## config.mk

```make
export PLATFORM = sky130hd
export DESIGN_NAME = dev_bus_arbiter
export DESIGN_NICKNAME = d
export VERILOG_FILES = /design/src/rtl/dev_bus_pkg.sv /design/src/rtl/rr_pick2.sv /design/src/rtl/dev_bus_arbiter.sv
export SDC_FILE = /design/constraint.sdc
export NUM_CORES = 1
export LEC_CHECK = 0
export CELL_PAD_IN_SITES_DETAIL_PLACEMENT = 1
export CELL_PAD_IN_SITES_GLOBAL_PLACEMENT = 2
export CORE_ASPECT_RATIO = 1.1
export CORE_UTILIZATION = 21
export CTS_CLUSTER_DIAMETER = 150
export CTS_CLUSTER_SIZE = 40
export DETAILED_ROUTE_END_ITERATION = 8
export GPL_ROUTABILITY_DRIVEN = 0
export GPL_TIMING_DRIVEN = 0
export PLACE_DENSITY = 0.89
export SYNTH_ARGS = -nofsm -noshare
export SYNTH_HDL_FRONTEND = slang
export SYNTH_SLANG_ARGS = --single-unit
```

## constraint.sdc

```tcl
create_clock -name clk -period 1.95 [get_ports clk]
set_input_delay 0.195 -clock clk [delete_from_list [all_inputs] [get_ports clk]]
set_output_delay 0.195 -clock clk [all_outputs]
set_load 0.05 [all_outputs]
```

## src/rtl/dev_bus_pkg.sv

```systemverilog
// Shared definitions for the peripheral device bus: address map, access
// sequencer states, the latched request record and the device-hit decode.
package dev_bus_pkg;

  localparam logic [31:0] DEV0_BASE = 32'h0000_7F00;
  localparam logic [31:0] DEV1_BASE = 32'h0000_7F10;
  localparam int          DEV_WORDS = 3;

  // Fixed four-step access sequence; the encoding doubles as the 2-bit state set.
  typedef enum logic [1:0] {
    IDLE   = 2'd0,
    GRANT  = 2'd1,
    ACCESS = 2'd2,
    RESP   = 2'd3
  } busState_t;

  // One master's access as captured at grant time.
  typedef struct packed {
    logic [31:0] addr;
    logic [31:0] wd;
    logic        we;
  } busReq_t;

  // True only for an exact word address of Timer0 or Timer1 (full 32-bit compare).
  function automatic logic dev_hit(input logic [31:0] addr);
    logic hit;
    hit = 1'b0;
    for (int i = 0; i < DEV_WORDS; i++) begin
      if ((addr == DEV0_BASE + 32'(4 * i)) || (addr == DEV1_BASE + 32'(4 * i))) begin
        hit = 1'b1;
      end
    end
    return hit;
  endfunction

endpackage

```

## src/rtl/rr_pick2.sv

```systemverilog
// Two-way round-robin picker: a lone requester wins, a tie goes to the id
// that was not granted last.
module rr_pick2 (
  input  logic req0,
  input  logic req1,
  input  logic last,
  output logic valid,
  output logic id
);

  // Purely combinational winner selection.
  always_comb begin
    valid = req0 | req1;
    id    = (req0 & req1) ? ~last : req1;
  end

endmodule

```

## src/rtl/dev_bus_arbiter.sv

```systemverilog
// Serialises accesses from two masters (M0 = CPU, M1 = loader/debug) onto the
// single bridge port. Each access walks IDLE -> GRANT -> ACCESS -> RESP; every
// bridge-facing output comes straight from a register.
module dev_bus_arbiter
  import dev_bus_pkg::*;
(
  input  logic        clk,
  input  logic        reset,
  input  logic        m0_req,
  input  logic [31:0] m0_addr,
  input  logic [31:0] m0_wd,
  input  logic        m0_we,
  input  logic        m1_req,
  input  logic [31:0] m1_addr,
  input  logic [31:0] m1_wd,
  input  logic        m1_we,
  output logic        m0_ack,
  output logic        m1_ack,
  output logic        m0_err,
  output logic        m1_err,
  output logic [31:0] rdata,
  output logic [31:0] PrAddr,
  output logic [31:0] PrWD,
  output logic        PrWe,
  input  logic [31:0] PrRD,
  output logic        busy
);

  busState_t state, nextState;
  busReq_t   granted;   // access currently being serviced
  busReq_t   winner;    // candidate access from the picker, valid in IDLE
  logic      grantId;   // 0 = M0, 1 = M1
  logic      grantHit;  // latched dev_hit of the granted address
  logic      lastId;    // most recently granted id; 1 out of reset so M0 wins the first tie
  logic      pickValid;
  logic      pickId;

  rr_pick2 uPick (
    .req0  (m0_req),
    .req1  (m1_req),
    .last  (lastId),
    .valid (pickValid),
    .id    (pickId)
  );

  // Mux the winning master's address/data/direction for capture at grant.
  always_comb begin
    winner = '0;
    if (pickId) begin
      winner.addr = m1_addr;
      winner.wd   = m1_wd;
      winner.we   = m1_we;
    end else begin
      winner.addr = m0_addr;
      winner.wd   = m0_wd;
      winner.we   = m0_we;
    end
  end

  // State register; reset is synchronous and wins from any state.
  always_ff @(posedge clk) begin
    // NOTE: sequential state uses non-blocking assignments so every flop samples pre-edge values.
    if (reset) begin
      state <= IDLE;
    end else begin
      state <= nextState;
    end
  end

  // Next-state and busy decode; requests are only looked at in IDLE.
  always_comb begin
    // NOTE: defaults first so no path leaves an output unassigned and infers a latch.
    nextState = state;
    busy      = 1'b1;
    unique case (state)
      IDLE: begin
        busy = 1'b0;
        if (pickValid) nextState = GRANT;
      end
      GRANT:   nextState = ACCESS;
      ACCESS:  nextState = RESP;
      RESP:    nextState = IDLE;
      default: nextState = IDLE;
    endcase
  end

  // Datapath: grant capture, one-cycle write strobe, read capture and response pulses.
  always_ff @(posedge clk) begin
    // NOTE: every register here is a plain flop (no memories), so all of them take a reset value.
    if (reset) begin
      granted  <= '0;
      grantId  <= 1'b0;
      grantHit <= 1'b0;
      lastId   <= 1'b1;
      rdata    <= '0;
      PrWe     <= 1'b0;
      m0_ack   <= 1'b0;
      m1_ack   <= 1'b0;
      m0_err   <= 1'b0;
      m1_err   <= 1'b0;
    end else begin
      // High during ACCESS only, and never for an address outside the device map.
      PrWe   <= (state == GRANT) & granted.we & grantHit;
      m0_ack <= (state == ACCESS) & ~grantId;
      m1_ack <= (state == ACCESS) &  grantId;
      m0_err <= (state == ACCESS) & ~grantId & ~grantHit;
      m1_err <= (state == ACCESS) &  grantId & ~grantHit;

      if ((state == IDLE) && pickValid) begin
        granted  <= winner;
        grantId  <= pickId;
        grantHit <= dev_hit(winner.addr);
        lastId   <= pickId;
      end

      // Captured on writes too; a miss reads back as zero.
      if (state == ACCESS) begin
        rdata <= grantHit ? PrRD : '0;
      end
    end
  end

  // Bridge address/data are the grant registers themselves.
  assign PrAddr = granted.addr;
  assign PrWD   = granted.wd;

endmodule

```

==> results.md, run 1 <==
* Hold-fix buffers, CTS at 0
* Gr usage total at ~17%
* Drt via density at 4.42
* LEAKAGE at between 3 and 4 nW
* Worst min-delay path class: in -> reg
* Layout Cell Area excl Fill at about 8300 µm²
* Std-Cell Rows at slightly below 60
* Final slew viol count at 0
* Main synth FF type: dfxtp_1
* Syn Nets at 801
* ANT nets after route at 0
* VDD IR max at ~600 µV
* Met3 Usage GRT at under 10%
* Netlist Area Pre-Place at around 5000 µm²
* Yosys cell types at 35
* Wire per inst at ~17 µm
* CP Launch Type: flip-flop
* Sink Count at about 110
* Yosys top cell area share at between 40 and 50%
* Largest cells by area after synthesis: dfxtp_1 (43%), a311oi_1 (11%), nand2_1 (9.9%)
* Largest area contributor in the netlist: dfxtp_1
* Crit-path slowest cell: dlygate4sd2_1
* CTS max path bufs at 2
* Max H-tree Level at 3
* Post-synth EDFFs at 0
* CTS tree: done
* Root Buffer Master: clkbuf_16
* Placed cell area at about 8000 µm²
* Setup Skew at approximately 7.3 ps
* Async SR Flop Fraction at 0%
* Setup bufs post-CTS at 0
* Peak Freq at 536 MHz
* Chip width at around 150 µm
* Worst R2R Start: state[0]$_SDFFE_PP0P_
* Die span in y at ~160 µm
* Layout cells sized above 1 at roughly 12%
* Fin cells at 1213
* Max-capacitance violation count at 0
* Clock slew at reported path FFs at ~70 ps
* First-pass GRT wire length at about 31000 µm
* Power consumption at ~0.011 W
* I/O pins at approximately 270
* Fin crit period at approximately 1900 ps
* Max incr delay on CP at 580 ps
* CP required at ~1800 ps
* TritonRoute pass-1 iters at 4
* Post-synth top cells: nand2_1 (131), dfxtp_1 (107), nor2_1 (101)
* Pre-CTS WS at -420 ps
* Met2 usage at between 20 and 30%
* Crit. End Element: output pin
* Fraction of the yosys area taken by sequential cells at 43.0%
* Relative slew slack at 53.2%
* Initial core utilization at between 20% and 30%
* Final Hold Fails at 0
* Detail Placement HPWL at between 15000 and 20000 µm
* Status: finished clean
* Crit path launch: state[0]$_SDFFE_PP0P_
* Setup TNS at 0 ps
* Syn Inst Count at roughly 630
* GR peak layer: met2
* GR Layer Usage met1 at 19.0%
* P per Cell Area at 1270 nW/µm²
* Layout area overhead at 67.4%
* Worst Path Buf+Inv at 3
* Port Buffers at around 270
* Largest net degree at the start of global routing at 17
* Register bit total from synthesis at roughly 110
* Detailed Route Iter0 Violations at approximately 170
* Crit Path Category: reg -> out
* Core area at roughly 23000 µm²
* Fin crit share at a little over nine tenths
* Warnings, synthesis at 0
* Cells after DPL at ~1200
* Total CTS buffers at 9
* Top-count cell post-synth: nand2_1
* Routed via count at around 5400
* Final setup violation count at 0
* Avg Inst Size Synth at a little under 8 µm²
* Critical Path AT at around 1700 ps
* Antenna violations before repair at 0
* Slew @ Worst Pin at 703 ps
* Nets at 1078
* Number of antenna diodes at 0
* Die Area at roughly 24000 µm²
* Hold path startpoint: reset
* Total Wirelength at roughly 20000 µm
* GRT overflow at 0
* DRC viols at 0
* Skew-Pair Late Insertion Delay at ~350 ps
* Setup WS post-layout at approximately 84 ps
* RSZ-0062 raised after global routing: true
* Worst path cell trace: inv_1 -> ha_1 -> inv_1 -> dlygate4sd2_1
* CP delay by family, top: buffers and inverters
* Worst Path Max Fanout at 3
* Crit-path most repeated cell: inv_1
* Vias in the first global route at 5735
## through the flow
step / utilization [%] / hold WS (ps)
floorplan: - / 334
global placement: 34.8 / 460
detailed placement: 34.8 / 475
CTS: 36.0 / 318
global route: 36.1 / 357
finish: 36.1 / 294
## kinds of logic (layout without fill, tap and decap cells)
kind of cell	count (synthesis)	after routing	share of synthesized area, %
AND/OR/NAND/NOR	297	297	26.0
buffers and inverters	115	396	13.8
AO/OA/AOI/OAI	109	109	16.3
flip-flops	107	107	43.0
adder cells (fa/ha/maj)	3	3	0.753
multiplexers	1	1	0.201
## layout by cell type, fill, tap and decap left out, types with 2 or more instances in the layout
cell type        netlist  routed
nor2_1               101     101
dfxtp_1              107     107
inv_1                  3       3
a22oi_1                3       3
nor2b_1               35      35
nand2_1              131     131
clkbuf_16              0       9
and3_1                 2       2
buf_4                 64      64
clkbuf_2               0      13
a21oi_1               34      34
clkdlybuf4s50_1        0     265
a31oi_1                2       2
nor3_1                 3       3
nand4_1                5       5
a311oi_1              65      65
clkbuf_1              36      24
ha_1                   3       3
clkbuf_4               0       8
nor4_1                 6       6
and3b_1                3       3
buf_2                 11       5
nor4b_1                2       2
## worst reg2reg max path: stages (launching register included)
cell and delay (ps):
dfxtp_1 320, inv_1 100, ha_1 210, inv_1 70, nor2_1 130, clkbuf_4 250
clkbuf_4 260, nor2_1 80, a311oi_1 270
## timing repair
item | in CTS | in global routing
gates cloned | 0 | 0
endpoints found under the setup margin | 37 | 92
resized for setup | 4 | 33
## layout make-up
class / count / area, µm²
Fill cell: 2806 / 14700
Timing Repair Buffer: 266 / 2660
Multi-Input combinational cell: 410 / 2150
Sequential cell: 107 / 2140
Buffer: 112 / 713
Tap cell: 300 / 375
Clock buffer: 11 / 233
Clock inverter: 4 / 51.3
Inverter: 3 / 11.3
## worst paths after layout
| kind | to | slack [ps] | cells after the start |
|---|---|---|---|
| min | m0_ack$_SDFF_PP0_ | 290 | 2 |
| max | busy | 80 | 4 |
| max reg2reg | PrAddr[28]$_SDFFE_PP0P_ | 160 | 8 |
| min reg2reg | m0_err$_SDFF_PP0_ | 490 | 1 |
## report_power, final
group	switching, W	internal (W)	leakage [nW]	total (W)
combinational	0.00346	0.00226	2.30	0.00572
sequential	0.000274	0.00271	0.879	0.00298
clock	0.000860	0.000995	0.136	0.00186
## routing by layer
metal,wire (µm),share of wire (%),up-vias
met3,1330,6.6,22
met1,8170,41,2521
met4,422,2.1,0
li1,-,-,2645
met2,10200,51,169
met5,0,0,-
## registers in the layout (all words and copies together), names as in the netlist
register / cells
m0_err: 1
lastId: 1
m0_ack: 1
grantId: 1
PrWD: 32
granted: 1
grantHit: 1
PrWe: 1
rdata: 32
m1_err: 1
m1_ack: 1
PrAddr: 32
state: 2
(Power assumes the default switching activity.)
==> run 2, diff against run 1 <==
--- a/config.mk
+++ b/config.mk
@@ -14,7 +14,9 @@
 export DETAILED_ROUTE_END_ITERATION = 8
 export GPL_ROUTABILITY_DRIVEN = 0
 export GPL_TIMING_DRIVEN = 0
+export HOLD_SLACK_MARGIN = 0.08
 export PLACE_DENSITY = 0.89
+export SETUP_SLACK_MARGIN = 0.3
 export SYNTH_ARGS = -nofsm -noshare
 export SYNTH_HDL_FRONTEND = slang
 export SYNTH_SLANG_ARGS = --single-unit
==> run 2 against run 1 <==
  * Final cell count up 0.16%
  * Fmax grew 18%
  * Cell area is essentially flat
  * Largest power group unchanged
==> results.md, run 2 (synthesized netlist as in run 1, its figures left out) <==
* Fin cells at about 1200
* Chip width at 149 µm
* Total Wirelength at 20300 µm
* Worst R2R Start: state[1]$_SDFFE_PP0P_
* CP Launch Type: flip-flop
* Final hold slack at 265 ps
* Worst Path Buf+Inv at 1
* Cell Int Power at ~0.0058 W
* Worst hold stages at 2
* Crit Path Category: reg -> reg
* Hold path startpoint: reset
* Reg2reg end: grantHit$_SDFFE_PP0P_
* Critical Path AT at between 1500 and 2000 ps
* Largest net degree at the start of global routing at 17
* Layout cells sized above 1 at approximately 14%
* Gr usage total at 16.6%
* RSZ-0062 raised after global routing: true
* Worst path cell trace: inv_2 -> ha_4 -> nand2_1 -> or4_1 -> a22oi_2 -> a22o_1
* Clock slew at reported path FFs at ~70 ps
* Wire per inst at around 17 µm
* CTS max path bufs at 2
* Fin crit period at 1580 ps
* Max-capacitance violation count at 0
* LEAKAGE at ~3.8 nW
* First-pass GRT wire length at 30600 µm
* P per Cell Area at roughly 1300 nW/µm²
* Layout area overhead at 67.6%
* Die Area at around 24000 µm²
* Crit. End Element: flip-flop
* Sink Count at around 110
* Status: finished clean
* Antenna violations before repair at 1
* CP required at ~2200 ps
* Initial core utilization at between 20% and 30%
* Switch share at between 40% and 50%
* Setup TNS at 0 ps
* Commonest non-fill, non-tap cell in the layout: clkdlybuf4s50_1
* CTS tree: done
* Final Hold Fails at 0
* Std-Cell Rows at just under 60
* Detailed Route Iter0 Violations at about 170
* Seq pwr share at approximately 29%
* VDD IR max at between 400 and 500 µV
* Cells after DPL at roughly 1200
* Final setup violation count at 0
* Worst min-delay path class: in -> reg
* Slew @ Worst Pin at 632 ps
* Routed via count at 5318
* Sw power at 0.00465 W
* Peak Freq at 632 MHz
* Vias in the first global route at between 5000 and 6000
* Hold EP: m0_ack$_SDFF_PP0_
* Flop-to-flop setup slack at between 300 and 400 ps
* Crit-path slowest cell: or4_1
* Worst Path Max Fanout at 3
* Fill count at between 2000 and 3000
* Skew-Pair Late Insertion Delay at 350 ps
* R2r worst-path depth at 6
* Setup bufs post-CTS at 0
* Power share of the combinational group at between 50% and 60%
* TritonRoute pass-1 iters at 4
* Max incr delay on CP at around 530 ps
* Port Buffers at ~270
* Detail Placement HPWL at 15900 µm
* GRT overflow at 0
* Clock share of power at approximately 18%
* Die span in y at 164 µm
* Fin crit share at between 80% and 90%
* Hold-fix buffers, CTS at 0
* Final slew viol count at 0
* CP delay by family, top: simple AND/OR/NAND/NOR gates
* ANT nets after route at 0
* Commonest non-fill, non-tap cells in the layout: clkdlybuf4s50_1 (162), nand2_1 (131), dfxtp_1 (107)
* Setup Skew at slightly above 10 ps
* Core area at 23100 µm²
* I/O pins at roughly 270
* Relative slew slack at 57.9%
* DRC viols at 0
* Max H-tree Level at 3
* Nets at roughly 1100
* Drt via density at ~4.4
* Root Buffer Master: clkbuf_16
* Total CTS buffers at 9
## run 2: stage by stage
| step | utilization, % | worst slack, ps | total power [W] | instance area [µm²] |
|---|---|---|---|---|
| after floorplan | - | 307 | 0.00690 | 5030 |
| after CTS | 35.9 | 102 | 0.0105 | 8280 |
| after detailed placement | 35.0 | -250 | 0.00889 | 8070 |
| after global placement | 35.0 | -170 | 0.00882 | 8070 |
| after global routing | 36.2 | 254 | 0.0111 | 8350 |
| final | 36.2 | 368 | 0.0105 | 8350 |
## run 2: worst max path at each step
stage | cells after the start | slack (ps) | end | startpoint
floorplan | 8 | 310 | PrAddr[0]$_SDFFE_PP0P_ | state[1]$_SDFFE_PP0P_
global placement | 6 | -170 | PrAddr[10]$_SDFFE_PP0P_ | m0_req
global route | 6 | 250 | PrAddr[14]$_SDFFE_PP0P_ | state[1]$_SDFFE_PP0P_
detailed placement | 6 | -250 | PrAddr[4]$_SDFFE_PP0P_ | m1_req
finish | 6 | 370 | grantHit$_SDFFE_PP0P_ | state[1]$_SDFFE_PP0P_
CTS | 4 | 100 | busy | state[1]$_SDFFE_PP0P_
## run 2: what timing repair did
item | 4_1_cts | 5_1_grt
gates resized for setup | 125 | 41
gates cloned | 0 | 1
pin swaps | 0 | 3
endpoints found under the hold margin | 0 | 0
setup endpoints to repair | 187 | 99
## run 2: cell type report
cell class	instances	area [µm²]	share of cell area, %
Timing Repair Buffer	267	2540	30.5
Multi-Input combinational cell	410	2190	26.3
Sequential cell	107	2140	25.7
Buffer	112	792	9.49
Tap cell	300	375	4.50
Clock buffer	10	229	2.74
Clock inverter	5	53.8	0.644
Inverter	3	15.0	0.180
Antenna cell	1	2.50	0.0300
## run 2: power groups by stage
stage / combinational, W / clock, W / sequential, W
after global routing: 0.00602 / 0.00202 / 0.00306
after global placement: 0.00580 / 0 / 0.00302
after detailed placement: 0.00585 / 0 / 0.00304
final: 0.00563 / 0.00184 / 0.00299
after floorplan: 0.00391 / 0 / 0.00299
after CTS: 0.00559 / 0.00193 / 0.00299
## run 2: metal layers
layer | up-vias | wire, µm | GRT usage, %
met5 | - | 0 | 0
met4 | 0 | 347 | 5.75
met3 | 19 | 1370 | 4.22
met2 | 172 | 10100 | 29.1
met1 | 2479 | 8490 | 19.5
li1 | 2648 | - | -
==> run 3, diff against run 2 <==
--- a/config.mk
+++ b/config.mk
@@ -8,14 +8,14 @@
 export CELL_PAD_IN_SITES_DETAIL_PLACEMENT = 1
 export CELL_PAD_IN_SITES_GLOBAL_PLACEMENT = 2
 export CORE_ASPECT_RATIO = 1.1
-export CORE_UTILIZATION = 21
+export CORE_UTILIZATION = 18
 export CTS_CLUSTER_DIAMETER = 150
 export CTS_CLUSTER_SIZE = 40
 export DETAILED_ROUTE_END_ITERATION = 8
 export GPL_ROUTABILITY_DRIVEN = 0
 export GPL_TIMING_DRIVEN = 0
 export HOLD_SLACK_MARGIN = 0.08
-export PLACE_DENSITY = 0.89
+export PLACE_DENSITY = 0.82
 export SETUP_SLACK_MARGIN = 0.3
 export SYNTH_ARGS = -nofsm -noshare
 export SYNTH_HDL_FRONTEND = slang
==> constraint.sdc (replaced) <==
create_clock -name clk -period 1.4 [get_ports clk]
set_input_delay 0.14 -clock clk [delete_from_list [all_inputs] [get_ports clk]]
set_output_delay 0.14 -clock clk [all_outputs]
set_load 0.05 [all_outputs]
==> run 3 against run 2 <==
  * The run now ends with setup timing left
  * Final cell count rose by 7.9%
  * Core utilization rose by 1.8 points
  * Die area rose by 16%
  * Power rose by 85%
  * Largest cell class unchanged
  * Highest routed layer is now met5
==> results.md, run 3 (synthesized netlist as in run 1, its figures left out) <==
* Final Hold Fails at 0
* CP Launch Type: flip-flop
* Fin crit share at 115%
* RSZ-0062 raised after global routing: true
* Cell Int Power at 0.0114 W
* Fin cells at roughly 1300
* Status: complete, but fails checks
* Antenna violations before repair at 2
* Final slew viol count at 0
* Setup WS post-layout at -205 ps
* Initial core utilization at a little under a fifth
* Root Buffer Master: clkbuf_16
* TritonRoute pass-1 iters at 4
* Peak Freq at about 620 MHz
* Switch share at between 40% and 50%
* Layout area overhead at 107%
* Drt via density at between 4 and 5
* Crit. End Element: flip-flop
* CP required at between 1500 and 2000 ps
* Max H-tree Level at 3
* Commonest non-fill, non-tap cells in the layout: clkdlybuf4s50_1 (162), nand2_1 (130), nor2_1 (71)
* Cells after DPL at 1255
* Gr usage total at about 16%
* Total CTS buffers at 9
* Relative slew slack at between 50% and 60%
* Nets at 1117
* Skew-Pair Late Insertion Delay at between 300 and 400 ps
* CTS max path bufs at 2
* Wire per inst at 18.1 µm
* Final setup violation count at 80
* Vias in the first global route at 5728
* Die Area at between 20000 and 30000 µm²
* First-pass GRT wire length at between 30000 and 40000 µm
* Max-capacitance violation count at 0
* Worst Path Max Fanout at 3
* Chip width at ~160 µm
* Critical Path AT at ~1900 ps
* ANT nets after route at 0
* Final hold slack at 206 ps
* Setup TNS at -7250 ps
* DRC viols at 0
* Std-Cell Rows at 63
* Setup Skew at about 11 ps
* Worst min-delay path class: in -> reg
* GRT overflow at 0
* Core area at around 27000 µm²
* Pre-CTS WS at -860 ps
* Fin crit period at between 1500 and 2000 ps
* I/O pins at about 270
* Layout cells sized above 1 at a little under half
* Port Buffers at 266
* Slew @ Worst Pin at 684 ps
* LEAKAGE at between 4 and 5 nW
* Power share of the combinational group at 62.1%
* Sw power at around 0.0079 W
* P per Cell Area at roughly 1900 nW/µm²
* Sink Count at approximately 110
* Die span in y at ~180 µm
* Largest net degree at the start of global routing at 19
* Seq pwr share at between 20% and 30%
* CTS tree: done
* Commonest non-fill, non-tap cell in the layout: clkdlybuf4s50_1
* Failing checks: setup timing
* Clock share of power at between 10% and 20%
* Hold-fix buffers, CTS at 0
* Clock slew at reported path FFs at approximately 80 ps
* Detail Placement HPWL at roughly 16000 µm
* Routed via count at 5638
* Detailed Route Iter0 Violations at between 200 and 250
* Crit Path Category: reg -> reg
* Fill count at 3071
* Total Wirelength at about 24000 µm
* VDD IR max at around 860 µV
## run 3: cell count changes in the layout (fill, tap and decap cells not counted), sizes merged
cell and delta:
clkbuf +1, dlygate4sd2 -99, buf +137, clkinv -1, clkinvlp +1, dlymetal6s2s -2
inv +2
## run 3: layout make-up
cell class	count	area (µm²)	area share, %
Tap cell	357	447	4.34
Multi-Input combinational cell	410	2700	26.2
Inverter	3	20.0	0.194
Clock buffer	9	225	2.19
Clock inverter	7	73.8	0.717
Sequential cell	107	2230	21.7
Buffer	112	1200	11.6
Antenna cell	1	2.50	0.0243
Timing Repair Buffer	305	3400	33.0
## run 3: power groups by stage
stage | sequential, W | clock, W | combinational (W)
after floorplan | 0.00417 | 0 | 0.00556
after CTS | 0.00440 | 0.00288 | 0.0107
after global placement | 0.00421 | 0 | 0.00821
after global routing | 0.00462 | 0.00302 | 0.0126
final | 0.00454 | 0.00278 | 0.0120
after detailed placement | 0.00425 | 0 | 0.00827
## run 3: critical path, stage by stage, from the launching register on
cell and delay (ps):
dfxtp_4 360, inv_4 60, ha_4 140, buf_4 110, buf_6 100, nand2_2 40, or4_4 410, a22oi_2 180
a22o_1 140
## run 3: through the flow
step	total power (W)	area, µm²	utilization (%)
CTS	0.0180	9410	34.7
detailed placement	0.0125	8190	30.2
floorplan	0.00973	5080	-
global placement	0.0124	8190	30.2
finish	0.0193	10300	38.0
global route	0.0203	10300	38.0
## run 3: routing by layer
| layer | vias up | track usage (%) | wire [µm] |
|---|---|---|---|
| li1 | 2731 | - | - |
| met1 | 2713 | 18.9 | 9910 |
| met2 | 176 | 27.6 | 12200 |
| met3 | 16 | 4.32 | 1480 |
| met4 | 2 | 3.45 | 204 |
| met5 | - | 0 | 13 |
## run 3: final timing paths
kind,depth (start not counted),start,end,slack [ps]
max,8,state[1]$_SDFFE_PP0P_,grantHit$_SDFFE_PP0P_,-210
min reg2reg,1,grantId$_SDFFE_PP0P_,m0_ack$_SDFF_PP0_,490
min,2,reset,m0_ack$_SDFF_PP0_,210
max reg2reg,8,state[1]$_SDFFE_PP0P_,grantHit$_SDFFE_PP0P_,-210
## run 3: what timing repair did
action	4_1_cts	5_1_grt
endpoints found under the setup margin	207	175
setup buffers	14	16
pin swaps	8	45
cloned	4	5
gates resized for setup	915	180
